## config.mk

```make
export PLATFORM = sky130hd
export DESIGN_NAME = controle_valvula_servo
export DESIGN_NICKNAME = d
export VERILOG_FILES = /design/src/rtl/controle_valvula_servo.sv
export SDC_FILE = /design/constraint.sdc
export NUM_CORES = 1
export LEC_CHECK = 0
export BUFFER_PORTS_ARGS = -buffer_cell sky130_fd_sc_hd__buf_2
export CAP_MARGIN = 30
export CORE_MARGIN = 10
export CORE_UTILIZATION = 62
export CTS_CLUSTER_DIAMETER = 40
export CTS_CLUSTER_SIZE = 10
export DETAILED_ROUTE_END_ITERATION = 16
export PLACE_DENSITY = 0.8
export SLEW_MARGIN = 20
export SYNTH_ARGS = -nofsm -noshare
export SYNTH_HDL_FRONTEND = slang
export SYNTH_SLANG_ARGS = --single-unit
```

## constraint.sdc

```tcl
create_clock -name clock -period 5.4 [get_ports clock]
set_input_delay 1.08 -clock clock [delete_from_list [all_inputs] [get_ports clock]]
set_output_delay 1.08 -clock clock [all_outputs]
set_load 0.02 [all_outputs]
```

## src/rtl/controle_valvula_servo.sv

```systemverilog
// Servo actuator stage for the water-level valve: ramps a 50 Hz hobby-servo PWM
// through 8 positions on open/close commands and reports valve status.
module controle_valvula_servo #(
    parameter int PERIODO_PWM        = 1_000_000,
    parameter int LARGURA_FECHADA    = 50_000,
    parameter int DELTA_LARGURA      = 7_000,
    parameter int PERIODOS_POR_PASSO = 5
) (
    input  logic       clock,
    input  logic       reset,
    input  logic       abre,
    input  logic       fecha,
    output logic       pwm,
    output logic       valvula_aberta,
    output logic       valvula_fechada,
    output logic       movendo,
    output logic [2:0] db_posicao,
    output logic [3:0] db_estado
);

    localparam int LW = 21;
    localparam int SW = $clog2(PERIODOS_POR_PASSO + 1);
    localparam logic [LW-1:0] FIM_PERIODO  = LW'(PERIODO_PWM - 1);
    localparam logic [SW-1:0] ULTIMO_PASSO = SW'(PERIODOS_POR_PASSO - 1);

    typedef enum logic [3:0] {
        FECHADA  = 4'd0,
        ABRINDO  = 4'd1,
        ABERTA   = 4'd2,
        FECHANDO = 4'd3
    } estado_t;

    estado_t        estado_q, estado_d;
    logic [2:0]     posicao_q, posicao_d;
    logic [LW-1:0]  cnt_pwm_q, cnt_pwm_d;
    logic [SW-1:0]  cnt_passo_q, cnt_passo_d;
    logic [LW-1:0]  largura_q, largura_d;
    logic           pwm_q, pwm_d;
    logic           fim_periodo_s;
    logic           passo_s;
    logic [LW-1:0]  largura_alvo_s;

    // PWM timebase; the width is taken at cnt_pwm==0 so a running pulse is never cut short
    always_comb begin
        fim_periodo_s  = (cnt_pwm_q == FIM_PERIODO);
        largura_alvo_s = LW'(LARGURA_FECHADA) + (LW'(posicao_q) * LW'(DELTA_LARGURA));
        if (fim_periodo_s) begin
            cnt_pwm_d = '0;
        end else begin
            cnt_pwm_d = cnt_pwm_q + LW'(1);
        end
        if (cnt_pwm_q == '0) begin
            largura_d = largura_alvo_s;
        end else begin
            largura_d = largura_q;
        end
        pwm_d = (cnt_pwm_q < largura_d);
    end

    // Valve FSM: fecha always wins, position moves one step every PERIODOS_POR_PASSO period ends
    always_comb begin
        estado_d    = estado_q;
        posicao_d   = posicao_q;
        cnt_passo_d = cnt_passo_q;
        passo_s     = fim_periodo_s && (cnt_passo_q == ULTIMO_PASSO);
        case (estado_q)
            FECHADA: begin
                if (abre && !fecha) begin
                    estado_d    = ABRINDO;
                    cnt_passo_d = '0;
                end else begin
                    estado_d = FECHADA;
                end
            end
            ABRINDO: begin
                if (fecha) begin
                    estado_d    = FECHANDO;
                    cnt_passo_d = '0;
                end else if (posicao_q == 3'd7) begin
                    estado_d = ABERTA;
                end else if (passo_s) begin
                    posicao_d   = posicao_q + 3'd1;
                    cnt_passo_d = '0;
                    if (posicao_q == 3'd6) begin
                        estado_d = ABERTA;
                    end else begin
                        estado_d = ABRINDO;
                    end
                end else if (fim_periodo_s) begin
                    cnt_passo_d = cnt_passo_q + SW'(1);
                end else begin
                    estado_d = ABRINDO;
                end
            end
            ABERTA: begin
                if (fecha) begin
                    estado_d    = FECHANDO;
                    cnt_passo_d = '0;
                end else begin
                    estado_d = ABERTA;
                end
            end
            FECHANDO: begin
                if (abre && !fecha) begin
                    estado_d    = ABRINDO;
                    cnt_passo_d = '0;
                end else if (posicao_q == 3'd0) begin
                    // reversal before the first step: already closed
                    estado_d = FECHADA;
                end else if (passo_s) begin
                    posicao_d   = posicao_q - 3'd1;
                    cnt_passo_d = '0;
                    if (posicao_q == 3'd1) begin
                        estado_d = FECHADA;
                    end else begin
                        estado_d = FECHANDO;
                    end
                end else if (fim_periodo_s) begin
                    cnt_passo_d = cnt_passo_q + SW'(1);
                end else begin
                    estado_d = FECHANDO;
                end
            end
            default: begin
                estado_d    = FECHADA;
                cnt_passo_d = '0;
            end
        endcase
    end

    // State and datapath registers
    always_ff @(posedge clock) begin
        if (reset) begin
            estado_q    <= FECHADA;
            posicao_q   <= 3'd0;
            cnt_pwm_q   <= '0;
            cnt_passo_q <= '0;
            largura_q   <= LW'(LARGURA_FECHADA);
            pwm_q       <= 1'b0;
        end else begin
            estado_q    <= estado_d;
            posicao_q   <= posicao_d;
            cnt_pwm_q   <= cnt_pwm_d;
            cnt_passo_q <= cnt_passo_d;
            largura_q   <= largura_d;
            pwm_q       <= pwm_d;
        end
    end

    assign pwm             = pwm_q;
    assign valvula_aberta  = (estado_q == ABERTA);
    assign valvula_fechada = (estado_q == FECHADA);
    assign movendo         = (estado_q == ABRINDO) || (estado_q == FECHANDO);
    assign db_posicao      = posicao_q;
    assign db_estado       = estado_q;

endmodule

```

Word level (Yosys, flattened, before mapping)
Index checks and enable logic that the tools add are counted.
W data, S select, Z words.
{"block": "word_totals", "regBits": 53, "input_bits": 4, "out_inout_bits": 11, "wordCells": 75}
{"block": "op_classes", "addsub": 5, "n_mul": 1, "n_lt_le_gt_ge": 1, "eq_ne": 20, "n_mux": 30, "reduce_logical": 12}
{"cell": "$mux W3", "count": 14}
{"cell": "$mux W4", "count": 8}
{"cell": "$add A21 B1 Y21 const B", "count": 1}
{"cell": "$eq A21 B20 Y1 const B", "count": 1}
{"cell": "$logic_not A21 Y1", "count": 1}
{"cell": "$lt A21 B21 Y1", "count": 1}
{"cell": "$mux W21", "count": 1}
{"cell": "$add A16 B16 Y17 const A", "count": 1}
{"cell": "$pmux W4 S4", "count": 1}
{"cell": "$ne A2 B2 Y1 const B", "count": 7}
{"cell": "$mul A3 B10 Y13 const B", "count": 1}
{"cell": "$pmux W3 S4", "count": 1}
{"cell": "$ne A5 B5 Y1 const B", "count": 2}
{"cell": "$eq A3 B3 Y1 const B", "count": 3}
{"cell": "$eq A4 B2 Y1 const B", "count": 2}
{"cell": "$reduce_and A7 Y1", "count": 1}
{"cell": "$add A3 B1 Y3 const B", "count": 2}
{"cell": "$ne A3 B3 Y1 const B", "count": 2}
{"cell": "$pmux W3 S2", "count": 1}
{"cell": "$eq A4 B1 Y1 const B", "count": 1}
{"cell": "$logic_not A4 Y1", "count": 1}
{"cell": "$mux W2", "count": 2}
{"cell": "$reduce_and A4 Y1", "count": 1}
{"cell": "$eq A3 B1 Y1 const B", "count": 1}
{"cell": "10 further kinds", "count": 12}

Logic depth before layout (Yosys ltp)
{"block": "logic_depth", "ltp_word": 6, "ltp_mapped": 22, "mapped_depth_nobuf": 20}

Least setup slack after synthesis
OpenSTA, ideal clock, no wires.
{"block": "synth_path", "path_type": "reg-to-reg", "from": "register posicao_q[1] (netlist: db_posicao[1])", "to": "register pwm_q (netlist: pwm)", "setup_ps": 59, "arrival_time_ps": 4692, "required_ps": 5341, "setup_slack_ps": 649, "path_stages_with_launch": 23, "path_buffers": 2, "synth_period_minus_slack_ps": 4751, "cell_sequence": "dfxtp_1 > buf_2 > inv_1 > ha_1 > inv_1 > ha_1 > inv_1 > fa_1 > buf_2 > nand2b_1 > a21oi_1 > or4_1 > and4_1 > and4b_1 > xnor2_1 > mux2i_1 > ha_1 > a21o_1 > a21o_1 > a21oi_1 > nor2_1 > a2111oi_0 > o31a_1"}
{"block": "synth_via", "elab_chain_len": 4}
{"element": "from (decl)", "line_no": "34", "source": "logic [2:0] posicao_q, posicao_d;"}
{"element": "from (signal assigned)", "line_no": "142", "source": "posicao_q <= posicao_d;"}
{"element": "$mul A3 B10 Y13", "line_no": "46", "source": "largura_alvo_s = LW'(LARGURA_FECHADA) + (LW'(posicao_q) * LW'(DELTA_LARGURA));"}
{"element": "$add A16 B16 Y17", "line_no": "46"}
{"element": "$mux W21", "line_no": "52", "source": "if (cnt_pwm_q == '0) begin"}
{"element": "$lt A21 B21 Y1", "line_no": "57", "source": "pwm_d = (cnt_pwm_q < largura_d);"}
{"element": "to (signal assigned)", "line_no": "146", "source": "pwm_q <= pwm_d;"}
{"element": "to (decl)", "line_no": "38", "source": "logic pwm_q, pwm_d;"}
No other way between the ends.
A chain may end at the register's enable or synchronous reset.

Worst setup path in the final report
Ends and elaborated chain as after synthesis.

==> results.txt <==
----------------------------------------------------
[Critical path]
  Peak fanout along the critical path ... 10
  Kind of critical path ... reg -> reg
  Data required time at the worst endpoint ... 5.65 ns
  Worst path arrival time ... just over 5 ns
  Setup crit start kind ... flip-flop
  Critical path endpoint category ... flip-flop

[Timing]
  Final critical path time including I/O delays and setup ... roughly 4.8 ns
  Slew at the pin closest to its max-slew limit ... 0.843 ns
  Worst-case headroom to the max-slew limit ... 43.3%
  Setup TNS ... 0 ns
  Setup repair after global routing missed its margin ... no
  Final Max Slew Viols ... 0
  Final setup violation count ... 0
  Final-layout worst hold slack ... 0.451 ns
  Share of the cycle needed by the critical path after routing ... 89.7%
  Final hold viol count ... 0
  Fmax ... 206 MHz
  Final worst clock skew ... about 0.0043 ns

[Clock tree]
  H-tree depth reported by CTS ... 2
  Clk sinks ... 51
  Clock latency on the worst-skew pair ... 0.31 ns
  Number of buffers created by CTS ... 5
  Clock transition at the registers of the reported paths ... 0.09 ns
  Cell at the root of the clock tree ... clkbuf_8
  CTS Buffer Depth ... 2
  TritonCTS clock tree ... done

[Route]
  Overall via count from detail_route ... 3132
  Metal1 wirelength ... 3.73 mm
  Total routed wirelength ... 8.14 mm
  Total met2 wirelength after detailed routing ... 3.92 mm
  Remaining antenna violation count after routing ... 0
  DR vias/cell ... just over 6
  Drt first pass iters ... 4
  Drt initial violations ... 176
  Top routing layer in use ... met4
  Post-DR wirelength/cell ... between 15 and 20 µm
  DR DRC count ... 0
  Detailed-routed wire length on met3 ... 379 µm

[Logic synthesis]
  Async S/R FF share, synth ... 0%
  Count of warnings emitted by yosys ... 0
  Count of cell types in the netlist ... 63
  Share of the yosys chip area belonging to registers ... 28.0%
  Cell Area, Synth ... about 3600 µm²
  Number of enable-type register cells in the synthesized netlist ... 0
  Leading cell type by number of instances after synthesis ... nor2_1
  Leading cell types by count after synthesis ... nor2_1 (57), dfxtp_1 (51), ha_1 (39)
  Dominant cell type by area after synthesis ... dfxtp_1
  Most used DFF post-synth ... dfxtp_1
  Avg Synthesized Cell Area ... 8.20 µm²
  Post-Syn Instances ... 445
  Area share of the largest cell type after synthesis ... 28.0%
  Leading post-synthesis cells by cell area ... dfxtp_1 (28%), ha_1 (13%), nor2_1 (5.9%), xnor2_1 (4.3%), a21oi_1 (4.0%)
  Number of flip-flops and latches in the synthesized netlist ... 51

[Power]
  Power density of the placed cells ... 193 nW/µm²
  Sequential fraction of design power ... 53.3%
  Sum of internal, switching and leakage power ... between 0.7 and 0.8 mW
  Power share of the combinational group ... 11.8%
  VDD IR-drop max ... 0.151 mV
  Switching fraction of total power ... 25.3%
  Leakage power total ... 1.63 nW
  Internal power contribution ... 0.551 mW
  Net switching power of the design ... 0.186 mW
  Clk network pwr share ... 34.9%

[Final layout]
  Number of cells in the finished layout apart from fillers ... 518
  Number of antenna diodes ... 0
  Fillers ... 488
  Final layout net count ... 490
  Fraction of layout instances using a drive strength above 1 ... 7.62%
  Sequential standard cell area ... 1020 µm²
  Multi-input combinational cell area ... between 2000 and 2500 µm²
  End-of-flow core utilization ... 68.2%
  Layout overhead on the synthesized area ... 4.80%

[Place]
  Half-perimeter wire length after detailed placement ... ~5.9 mm
  Placed instance count ... 511
  Routability cong. ... between 0.8 and 0.9
  Input/output buffers ... 12

[Global route]
  Via count of the first global-routing pass ... 3086
  Number of antenna violations at the first check in global routing ... 0
  Total routing resource utilization after global routing ... around 17%
  Largest net degree at the start of global routing ... 32
  Gr ovfl total ... 0
  First-pass GRT wire length ... 14.0 mm

[Floorplanning]
  Die Y ... 96.7 µm
  Number of primary I/O pins ... 15
  Area of the die ... 9350 µm²
  Width of the chip ... 96.7 µm
  Initial core utilization ... roughly 65%
  Std cell rows ... 27
  Core footprint ... 5610 µm²

[Outcome]
  Outcome ... completed

[Flow run]
  Max_cap viols ... 0

[Min path]
  Hold crit path type ... reg -> reg

----------------------------------------------------
routing by layer:
layer	GRT usage, %	up-vias
met4	4.96	0
met5	0	-
met1	20.3	1464
met3	3.76	15
met2	28.8	70
li1	-	1583
kinds of logic after synthesis:
family / count (synthesis) / synth area share (%)
flops: 51 / 28.0
compound gates: 90 / 16.4
xor+xnor: 32 / 8.10
buf+inv: 36 / 4.12
other cells: 1 / 0.103
fa+ha+maj: 40 / 13.9
mux: 9 / 2.47
simple gates: 186 / 26.9
layout make-up:
class,count,share of cell area [%]
flip-flops and latches,51,26.7
clock buffers,6,1.90
well taps,72,2.36
repair buffers,13,1.77
multi-input cells,359,64.9
inverters,16,1.57
clock inverters,1,0.786
cells in the final DEF, fill, tap and decap left out, types with 3 or more instances in the layout:
cell and n:
a31oi_1 4, nand2b_1 10, nor2_1 57, ha_1 39
o211ai_1 4, or3_1 3, a2111oi_0 3, nor4b_1 3
o21ai_0 14, and2_1 6, buf_2 12, and3_1 8
nor3b_1 4, and4_1 3, mux2i_1 9, xnor2_1 18
nor3_1 8, nand2_1 33, clkbuf_8 5, inv_1 16
nand4_1 7, nor2b_1 8, o2111ai_1 3, xor2_1 12
nand3b_1 4, a21oi_1 29, or2_2 3, nand3_1 15
nor4_1 4, a21o_1 9, dfxtp_1 50, a211oi_1 4
registers in the layout, indices dropped and copies added, names as in the netlist:
name,cells
cnt_pwm_q,21
db_posicao,3
pwm,1
largura_q,21
cnt_passo_q,3
db_estado,2
critical path, cell delays in order (launching register included):
cell and delay, ns:
dfxtp_1 0.34, inv_1 0.10, ha_1 0.31, inv_1 0.06, ha_1 0.27, inv_1 0.11
fa_1 0.56, nand2b_1 0.13, a21oi_1 0.08, or4_1 0.59, and4_1 0.26, and4b_1 0.30
xnor2_1 0.16, mux2i_1 0.11, ha_1 0.32, a21o_1 0.17, a21o_1 0.18, a21oi_1 0.15
nor2_1 0.05, a2111oi_0 0.32, o31a_1 0.20
repair_timing:
action,in CTS,in global routing
endpoints found under the setup margin,0,1
hold buffers,0,0
setup buffers,0,0
gates resized for setup,0,1
worst paths after layout:
check | start | end | slack, ns | cells past startpoint
min reg2reg | largura_q[18] | largura_q[18] | 0.45 | 2
min | largura_q[18] | largura_q[18] | 0.45 | 2
max reg2reg | db_posicao[1] | pwm | 0.56 | 20
max | db_posicao[1] | pwm | 0.56 | 20
power groups by stage:
stage          sequential, mW  combinational, mW  clock [mW]
5_1_grt                 0.395             0.0976       0.276
3_5_place_dp            0.402             0.0863           0
6_report                0.393             0.0870       0.257
4_1_cts                 0.393             0.0875       0.262
3_3_place_gp            0.401             0.0841           0
2_1_floorplan           0.400             0.0687           0
stage by stage:
stage | worst slack, ns | area (µm²)
global route | 0.0609 | 3820
floorplan | 0.649 | 3650
CTS | 0.468 | 3820
detailed placement | 0.571 | 3720
finish | 0.557 | 3820
global placement | 0.685 | 3720
(Power assumes the default switching activity.)
